`config.mk`:
```
export PLATFORM = sky130hd
export DESIGN_NAME = cpu_run_ctrl
export DESIGN_NICKNAME = d
export VERILOG_FILES = /design/src/rtl/cpu_run_ctrl.sv
export SDC_FILE = /design/constraint.sdc
export NUM_CORES = 1
export LEC_CHECK = 0
export CORE_AREA = 2 2 79 81
export DETAILED_ROUTE_END_ITERATION = 10
export DIE_AREA = 0 0 81 83
export DONT_BUFFER_PORTS = 1
export GPL_ROUTABILITY_DRIVEN = 0
export PLACE_DENSITY = 0.83
export SYNTH_ARGS = -nofsm -noshare
export SYNTH_HDL_FRONTEND = slang
export SYNTH_SLANG_ARGS = --single-unit
```
`constraint.sdc`:
```
create_clock -name clk -period 5.3 [get_ports clk]
set_input_delay 0 -clock clk [delete_from_list [all_inputs] [get_ports clk]]
set_output_delay 0 -clock clk [all_outputs]
set_load 0.03 [all_outputs]
```
`src/rtl/cpu_run_ctrl.sv`:
```
// ---------------------------------------------------------------------------
// cpu_run_ctrl
//   Run controller for the RV32I single-cycle core. It streams a program into
//   instruction memory over a valid/ready port, holds the core in reset for a
//   few cycles, releases it, and counts execution cycles. The run stops when
//   the core PC reaches the programmed halt address or when the cycle budget
//   runs out.
//
// Parameters
//   ADDR_W     instruction-memory word-address width
//   MAX_CYCLES RUN-cycle budget before timeout (>= 1)
//   CNT_W      cycle counter width (must represent MAX_CYCLES)
//   RST_CYCLES cycles core_rst is held after loading (>= 1)
//
// Ports
//   clk, rst                 clock (rising edge), asynchronous active-low reset
//   start, skip_load, abort  session control
//   load_valid/ready/addr/data/last   program load stream
//   imem_we/waddr/wdata      instruction-memory write port
//   pc, halt_pc              core PC and halt address
//   core_rst, core_run       core reset and core clock-enable
//   busy, done, timeout      session status
//   cycle_cnt                RUN cycles executed
//   pc_sig                   PC signature
//
// Build option
//   CPU_RUN_CTRL_PCSIG_EN    when defined, pc_sig accumulates a rotate-xor
//                            signature of every sampled RUN pc; otherwise
//                            pc_sig is tied to zero.
// ---------------------------------------------------------------------------
module cpu_run_ctrl #(
   parameter int ADDR_W     = 7,
   parameter int MAX_CYCLES = 1024,
   parameter int CNT_W      = 16,
   parameter int RST_CYCLES = 2
) (
   input  logic              clk,
   input  logic              rst,
   input  logic              start,
   input  logic              skip_load,
   input  logic              abort,
   input  logic              load_valid,
   output logic              load_ready,
   input  logic [ADDR_W-1:0] load_addr,
   input  logic [31:0]       load_data,
   input  logic              load_last,
   output logic              imem_we,
   output logic [ADDR_W-1:0] imem_waddr,
   output logic [31:0]       imem_wdata,
   input  logic [31:0]       pc,
   input  logic [31:0]       halt_pc,
   output logic              core_rst,
   output logic              core_run,
   output logic              busy,
   output logic              done,
   output logic              timeout,
   output logic [CNT_W-1:0]  cycle_cnt,
   output logic [31:0]       pc_sig
);

   localparam int RC_W = (RST_CYCLES > 1) ? $clog2(RST_CYCLES) : 1;

   typedef enum logic [2:0] {
      S_IDLE  = 3'd0,
      S_LOAD  = 3'd1,
      S_RESET = 3'd2,
      S_RUN   = 3'd3,
      S_DONE  = 3'd4
   } state_t;

   state_t            r_state;
   state_t            w_next;
   logic [RC_W-1:0]   r_rst_cnt;
   logic              r_core_rst;
   logic              r_core_run;
   logic              r_busy;
   logic              r_done;
   logic              r_timeout;
   logic              r_imem_we;
   logic [ADDR_W-1:0] r_imem_waddr;
   logic [31:0]       r_imem_wdata;
   logic [CNT_W-1:0]  r_cycle_cnt;

   logic w_accept;
   logic w_halt;
   logic w_budget;
   logic w_rst_done;
   logic w_start_ok;

   // abort blocks acceptance so a beat offered alongside it is dropped
   assign w_accept   = (r_state == S_LOAD) && load_valid && !abort;
   assign w_halt     = (pc == halt_pc);
   assign w_budget   = (r_cycle_cnt == CNT_W'(MAX_CYCLES - 1));
   assign w_rst_done = (r_rst_cnt == RC_W'(RST_CYCLES - 1));
   assign w_start_ok = start && !abort && ((r_state == S_IDLE) || (r_state == S_DONE));

   assign load_ready = (r_state == S_LOAD);
   assign core_rst   = r_core_rst;
   assign core_run   = r_core_run;
   assign busy       = r_busy;
   assign done       = r_done;
   assign timeout    = r_timeout;
   assign imem_we    = r_imem_we;
   assign imem_waddr = r_imem_waddr;
   assign imem_wdata = r_imem_wdata;
   assign cycle_cnt  = r_cycle_cnt;

   always_comb begin
      w_next = r_state;
      if (abort) begin
         w_next = S_IDLE;
      end else begin
         case (r_state)
            S_IDLE, S_DONE: if (start) w_next = skip_load ? S_RESET : S_LOAD;
            S_LOAD:         if (w_accept && load_last) w_next = S_RESET;
            S_RESET:        if (w_rst_done) w_next = S_RUN;
            // halt match takes precedence over budget expiry (see timeout)
            S_RUN:          if (w_halt || w_budget) w_next = S_DONE;
            default:        w_next = S_IDLE;
         endcase
      end
   end

   always_ff @(posedge clk or negedge rst) begin
      if (!rst) r_state <= S_IDLE;
      else      r_state <= w_next;
   end

   // counts cycles spent in RESET; cleared whenever outside it
   always_ff @(posedge clk or negedge rst) begin
      if (!rst)                    r_rst_cnt <= '0;
      else if (r_state != S_RESET) r_rst_cnt <= '0;
      else if (!w_rst_done)        r_rst_cnt <= r_rst_cnt + 1'b1;
   end

   // status outputs are registered views of the state being entered
   always_ff @(posedge clk or negedge rst) begin
      if (!rst) begin
         r_core_rst <= 1'b1;
         r_core_run <= 1'b0;
         r_busy     <= 1'b0;
         r_done     <= 1'b0;
      end else begin
         r_core_rst <= (w_next == S_IDLE) || (w_next == S_LOAD) || (w_next == S_RESET);
         r_core_run <= (w_next == S_RUN);
         r_busy     <= (w_next == S_LOAD) || (w_next == S_RESET) || (w_next == S_RUN);
         r_done     <= (w_next == S_DONE);
      end
   end

   // write issued the cycle after a beat is accepted
   always_ff @(posedge clk or negedge rst) begin
      if (!rst) begin
         r_imem_we    <= 1'b0;
         r_imem_waddr <= '0;
         r_imem_wdata <= '0;
      end else begin
         r_imem_we <= w_accept;
         if (w_accept) begin
            r_imem_waddr <= load_addr;
            r_imem_wdata <= load_data;
         end
      end
   end

   always_ff @(posedge clk or negedge rst) begin
      if (!rst) begin
         r_timeout   <= 1'b0;
         r_cycle_cnt <= '0;
      end else if (abort) begin
         r_timeout   <= 1'b0;
      end else if (w_start_ok) begin
         r_timeout   <= 1'b0;
         r_cycle_cnt <= '0;
      end else if (r_state == S_RUN) begin
         r_cycle_cnt <= r_cycle_cnt + 1'b1;
         if (w_next == S_DONE) r_timeout <= !w_halt;
      end
   end

`ifdef CPU_RUN_CTRL_PCSIG_EN
   logic [31:0] r_pc_sig;

   always_ff @(posedge clk or negedge rst) begin
      if (!rst)                                       r_pc_sig <= '0;
      else if (abort)                                 r_pc_sig <= '0;
      else if (r_state == S_RESET && w_next == S_RUN) r_pc_sig <= '0;
      else if (r_state == S_RUN)                      r_pc_sig <= {r_pc_sig[30:0], r_pc_sig[31]} ^ pc;
   end

   assign pc_sig = r_pc_sig;
`else
   assign pc_sig = 32'h0;
`endif

endmodule

```
==> results of run 1 <==
## cell families (layout without fill, tap and decap cells)
logic type	after synthesis	count (layout)	synth area share [%]
and+or+nand+nor	194	194	25.2
DFF	65	65	48.3
buffers and inverters	48	64	9.18
xor gates and xnor gates	45	45	11.7
AOI/OAI and AO/OA	25	25	5.09
adders and majority gates	1	1	0.372
other	1	32	0.111
## final cells by class
| class | count | area, um2 |
|---|---|---|
| well taps | 75 | 93.8 |
| multi-input cells | 297 | 1550 |
| clock buffers | 10 | 138 |
| clock inverters | 6 | 90.1 |
| inverters | 3 | 11.3 |
| fillers | 459 | 1850 |
| flip-flops and latches | 65 | 1630 |
| repair buffers | 45 | 460 |
## power groups by stage
stage	clock (mW)	sequential, mW	combinational, mW
floorplan	0	1.03	0.213
global placement	0	1.07	0.205
finish	0.470	1.07	0.262
CTS	0.483	1.06	0.256
global route	0.502	1.08	0.306
detailed placement	0	1.07	0.220
## timing repair
item,4_1_cts,5_1_grt
hold endpoints to repair,114,0
hold buffers,42,0
endpoints found under the setup margin,0,0
## per-stage QoR
stage | instance area (um2) | worst slack (ns) | hold slack [ns] | power [mW] | instances
after CTS | 3970 | 2.78 | 0.0247 | 1.80 | 501
after detailed placement | 3300 | 2.81 | -0.295 | 1.29 | 443
after global placement | 3300 | 2.88 | -0.294 | 1.27 | 443
after floorplan | 3480 | 2.93 | -0.296 | 1.24 | 410
final | 3970 | 2.69 | 0.0280 | 1.80 | 501
after global routing | 3970 | 2.43 | 0.0531 | 1.89 | 501
## sequential cells by signal (all words and copies together), names as in the netlist, 3 cells and up
register / count
cycle_cnt: 16
r_state: 3
imem_wdata: 32
imem_waddr: 7
## worst reg2reg max path, cell delays in order (launching register included)
cell	delay, ns
dfrtp_1	0.53
nor3b_1	0.23
buf_4	0.22
nand3b_1	0.10
buf_4	0.26
inv_1	0.93
nand2_1	0.16
nand2_1	0.12
## cells in the mapped netlist (4+ instances only)
cell	number	area, um2
a21oi_1	6	30.0
clkbuf_1	11	41.3
nand4_1	13	81.3
dfrtp_1	64	1600
nor2_1	19	71.3
buf_4	32	240
xnor2_1	33	289
nand3_1	8	40.0
xor2_1	12	105
nand2_1	131	492
and2_1	4	25.0
o21ai_0	8	40.0
## routing by layer
| layer | vias up | share of wire (%) | wire length, um |
|---|---|---|---|
| met1 | 1246 | 35 | 2860 |
| met4 | 0 | 2.0 | 167 |
| met3 | 15 | 8.9 | 728 |
| li1 | 1242 | - | - |
| met5 | - | 0 | 0 |
| met2 | 160 | 54 | 4450 |
## final timing paths
check / start / to / cells past startpoint
setup / recovery: r_state[0]$_DFF_PN0_ / imem_wdata[17]$_DFFE_PN0N_ / 7
hold / removal: load_valid / core_run$_DFF_PN0_ / 3
setup reg to reg: r_state[0]$_DFF_PN0_ / imem_wdata[17]$_DFFE_PN0N_ / 7
hold reg to reg: r_rst_cnt$_DFF_PN0_ / core_rst$_DFF_PN1_ / 3
max in group asynchronous: rst / core_rst$_DFF_PN1_ / 2
min in group asynchronous: rst / busy$_DFF_PN0_ / 2
==> flow_summary.ini, run 1 <==
[timing]
max_freq_ghz = 0.384
post-route-min-period_ns = 2.61
finalCritPeriodShare_pct = 49.2
finClkSkew_ns = 0.00860
final-setup-viol-count = 0
rsz0062_at_grt = false
max_slew_margin_pct = 19.6
hold_viol_final = 0
slew_viol_final = 0
tns_ns = 0
worstMarginPinSlew_ns = 1.20

[layout]
n_antenna_cell = 0
final_common_cell = nand2_1
drive_gt1_share_pct = 6.10
area_growth_pct = 17.8
nets = 532
utilization_pct = 68.2
layout_common_cells = nand2_1 (131), dfrtp_1 (64), dlygate4sd3_1 (41)

[cts]
clockRootBuffer = clkbuf_8
post_cts_buffers = 0
cts_resized = 0
h-tree-depth = 3
cts_inserted_buffers = 9
cts_buffer_depth = 2
cts_sinks = 65
clock_latency_ns = 0.33
clk_pin_slew_ns = 0.07
cts_tree = yes

[critical_path]
path_class = flop to flop
slowest_delay_ns = 0.91
r2r_setup_slack_ns = 2.69
arrival_ns = 2.87
critPathTopFamily = buffers and inverters
worstPathCellList = nor3b_1 -> buf_4 -> nand3b_1 -> buf_4 -> inv_1 -> nand2_1 -> nand2_1
start_kind = flop
path_buf_inv = 3
crit_slowest_cell = inv_1
crit_path_end_kind = flop
cp.required_ns = 5.56
crit_path_max_fanout = 40

[placed_design]
hpwl_mm = 5.42
portBuffers = 0

[detailed_routing]
drt_iter0_drc = 101
remaining_drc_errors = 0
wire_per_inst_um = 16.4
vias_per_cell = 5.32
route.vias.total = 2663
drtAntennaViolNets = 0
totalWireLength_mm = 8.20
first_pass_iters = 4

[global_routing]
grt_pass1_vias = 2744
track_usage_pct = 25.0
overflow = 0
grt_first_pass_wirelength_mm = 13.0
grt.busiest_layer = met2
grt_max_degree = 66
antenna_found_initial = 0
use_met1_pct = 28.2
use_met3_pct = 6.30
met2_usage_pct = 44.7

[job]
drv_cap = 0

[floorplan]
die_y_um = 83
dieArea_um2 = 6720
ioPinCount = 204
initial_utilization_pct = 57.9
rows = 28
die_width_um = 81
core-area_um2 = 5820

[pwr]
ir_drop_mv = 0.345
p_switching_mw = 0.770
power_density_nw_per_um2 = 453
intPower_mw = 1.03
power_frac_seq_pct = 59.3
netSwitchingFraction_pct = 42.8
p_leak_nw = 1.89
power_frac_clock_pct = 26.1
p_comb_share_pct = 14.6

[synthesis]
syn_inst = 379
synth.cell_area_um2 = 3370
synth-seq-cells = 65
seq_area_frac_synth_pct = 48.3
syn_avg_cell_area_um2 = 8.88
yosysUniqueCellTypes = 42
yosysWarnings = 0
ys.flop_type = dfrtp_1
async_flop_share_pct = 100
synth_edf_count = 0

[status]
status = finished, final reports clean

[worst_hold_path]
hold_path_class = primary input to flop
(Power assumes the default switching activity.)
==> run 2, diff against run 1 <==
ABC_AREA = 1   (was default)
CORE_AREA = default   (was 2 2 79 81)
CORE_UTILIZATION = 57   (was default)
DIE_AREA = default   (was 0 0 81 83)
PLACE_DENSITY = 0.85   (was 0.83)
clock period = 2.1 ns   (was 5.3 ns; I/O delays follow)
==> run 2 against run 1 <==
Effect of this change: routed wire length increased by 3.5%; count of clock-buffer cells in the layout unchanged; final cell count increased by 18%; cell area increased by 5.3%; setup slack got worse by 2.4 ns; sequential power increased by 140%; global-route usage increased by 1.5 points; first-iteration DRC count increased by 50%; synthesized area increased by 4.6%; fmax increased by 47%; die area decreased by 3.4%; flip-flop and latch count unchanged.
==> flow_summary.ini, run 2 <==
[status]
status = finished, final reports clean

[global_routing]
grt_pass1_vias = 2908
antenna_found_initial = 0
grt_max_degree = 66
overflow = 0
grt_first_pass_wirelength_mm = 13.0
track_usage_pct = 26.5

[critical_path]
crit_path_end_kind = flop
crit_slowest_cell = dfrtp_1
r2r-start = cycle_cnt[3]$_DFFE_PN0P_
slowest_delay_ns = 0.55
arrival_ns = 2.01
startpoint = cycle_cnt[3]$_DFFE_PN0P_
worstPathCellList = nand2_1 -> nor4_1 -> nand3_1 -> nand3_1 -> nand3_1 -> nand2_1 -> nand2_1
crit_path_max_fanout = 4
path_class = flop to flop
cp.required_ns = 2.33
start_kind = flop

[cts]
clockRootBuffer = clkbuf_8
cts_tree = yes
cts_inserted_buffers = 9
h-tree-depth = 3
cts_sinks = 65
clk_pin_slew_ns = 0.08
post_cts_buffers = 0
clock_latency_ns = 0.35
cts_buffer_depth = 2

[synthesis]
yosysMostFrequentCell = nand2_1
synth_commonest_cells = nand2_1 (190), dfrtp_1 (64), inv_1 (44)
synth_top_area_share_pct = 45.5
synth.cell_area_um2 = 3520
async_flop_share_pct = 100
synthTopCellsByArea = dfrtp_1 (45%), nand2_1 (20%), buf_4 (6.8%)
syn_inst = 456
ys.flop_type = dfrtp_1
syn_avg_cell_area_um2 = 7.72
yosysUniqueCellTypes = 35
synth_top_area_cell = dfrtp_1
synth-seq-cells = 65
seq_area_frac_synth_pct = 46.2
yosysWarnings = 0
synth_edf_count = 0

[timing]
finClkSkew_ns = 0.00849
slew_viol_final = 0
post-route-min-period_ns = 1.78
max_slew_margin_pct = 59.1
tns_ns = 0
worstMarginPinSlew_ns = 0.613
hold_viol_final = 0
finalCritPeriodShare_pct = 84.7
max_freq_ghz = 0.562
rsz0062_at_grt = false
final-setup-viol-count = 0

[layout]
largest_reg_flops = 32
postLayoutCellArea_um2 = 4180
layout_common_cells = nand2_1 (190), dfrtp_1 (64), inv_1 (44)
nFillCells = 466
area_growth_pct = 18.7
nets = 620
fin_cells = 589
utilization_pct = 70.1
final_common_cell = nand2_1
n_antenna_cell = 0
drive_gt1_share_pct = 9.14

[worst_hold_path]
holdCritStartpoint = skip_load
hold_path_class = primary input to flop

[floorplan]
ioPinCount = 204
core-area_um2 = 5960
dieArea_um2 = 6500
initial_utilization_pct = 59.1
rows = 28
die_y_um = 80.6
die_width_um = 80.6

[pwr]
power_frac_seq_pct = 58.6
intPower_mw = 2.48
p_comb_share_pct = 16.8
p_switching_mw = 1.92
netSwitchingFraction_pct = 43.7
ir_drop_mv = 1.19
power_frac_clock_pct = 24.6
power_density_nw_per_um2 = 1050
p_leak_nw = 2.22

[detailed_routing]
wl_met2_mm = 4.48
vias_per_cell = 5.13
route.vias.total = 3020
drtAntennaViolNets = 0
drt-met1-wl_mm = 3.01
remaining_drc_errors = 0
wl_met3_um = 715
wire_per_inst_um = 14.4
drt_iter0_drc = 151
highest_layer = met4
first_pass_iters = 5
totalWireLength_mm = 8.49

[placed_design]
portBuffers = 0
dp_cells = 529
hpwl_mm = 5.60
dpl_cell_area_um2 = 3510

[job]
drv_cap = 0
-- run 2: changes by cell type after synthesis, sizes merged, moves of 10 or more --
cell,previous run,this run
nor2,19,30
xnor2,33,23
inv,3,48
xor2,12,0
nand4,13,1
nand2,132,192
-- run 2: path summary, 6_finish.rpt --
| check | to | slack (ns) | cells after the start |
|---|---|---|---|
| worst max-delay path | busy$_DFF_PN0_ | 0.32 | 7 |
| worst min-delay path | core_rst$_DFF_PN1_ | 0.04 | 6 |
| worst max register to register | busy$_DFF_PN0_ | 0.32 | 7 |
| worst min register to register | r_rst_cnt$_DFF_PN0_ | 0.55 | 1 |
| max in group asynchronous | core_rst$_DFF_PN1_ | 1.57 | 2 |
| min in group asynchronous | imem_wdata[8]$_DFFE_PN0N_ | 0.25 | 2 |
-- run 2: layout make-up --
class                   instances  area [um2]  area share, %
flip-flops and latches         65        1630           39.0
multi-input cells             330        1540           36.8
repair buffers                 52         518           12.4
inverters                      51         194           4.64
clock buffers                  10         138           3.29
well taps                      75        93.8           2.25
clock inverters                 6        67.6           1.62
-- run 2: timing repair --
item,CTS,global route
hold buffers,44,0
resized for setup,0,0
endpoints found under the hold margin,117,0
-- run 2: kinds of logic after synthesis --
logic type / after synthesis / synth area share (%)
buffers and inverters: 92 / 13.4
xor gates and xnor gates: 23 / 5.72
and+or+nand+nor: 245 / 29.6
AOI/OAI and AO/OA: 29 / 4.66
adders and majority gates: 1 / 0.355
DFF: 65 / 46.2
other: 1 / 0.107
-- run 2: power groups by stage --
stage	clock network, mW	registers (mW)	logic (mW)
2_1_floorplan	0	2.53	0.547
5_1_grt	1.16	2.61	0.843
6_report	1.08	2.58	0.740
3_5_place_dp	0	2.59	0.624
3_3_place_gp	0	2.58	0.587
4_1_cts	1.10	2.57	0.725
-- run 2: per-stage QoR --
step	hold WS (ns)	total power [mW]	setup WS, ns
floorplan	-0.296	3.07	0.280
finish	0.0353	4.40	0.322
global route	0.0381	4.62	0.201
CTS	0.0233	4.39	0.334
global placement	-0.295	3.16	0.399
detailed placement	-0.295	3.21	0.343
-- run 2: critical path, delay by kind of cell (launching register included) --
kind | cells | cell delay (ns)
DFF | 1 | 0.55
and+or+nand+nor | 7 | 1.11
-- run 2: layer usage --
layer | global-route usage (%) | vias up
met5 | 0 | -
met4 | 15.7 | 0
met3 | 9.66 | 30
met2 | 44.8 | 175
met1 | 28.2 | 1390
li1 | - | 1425
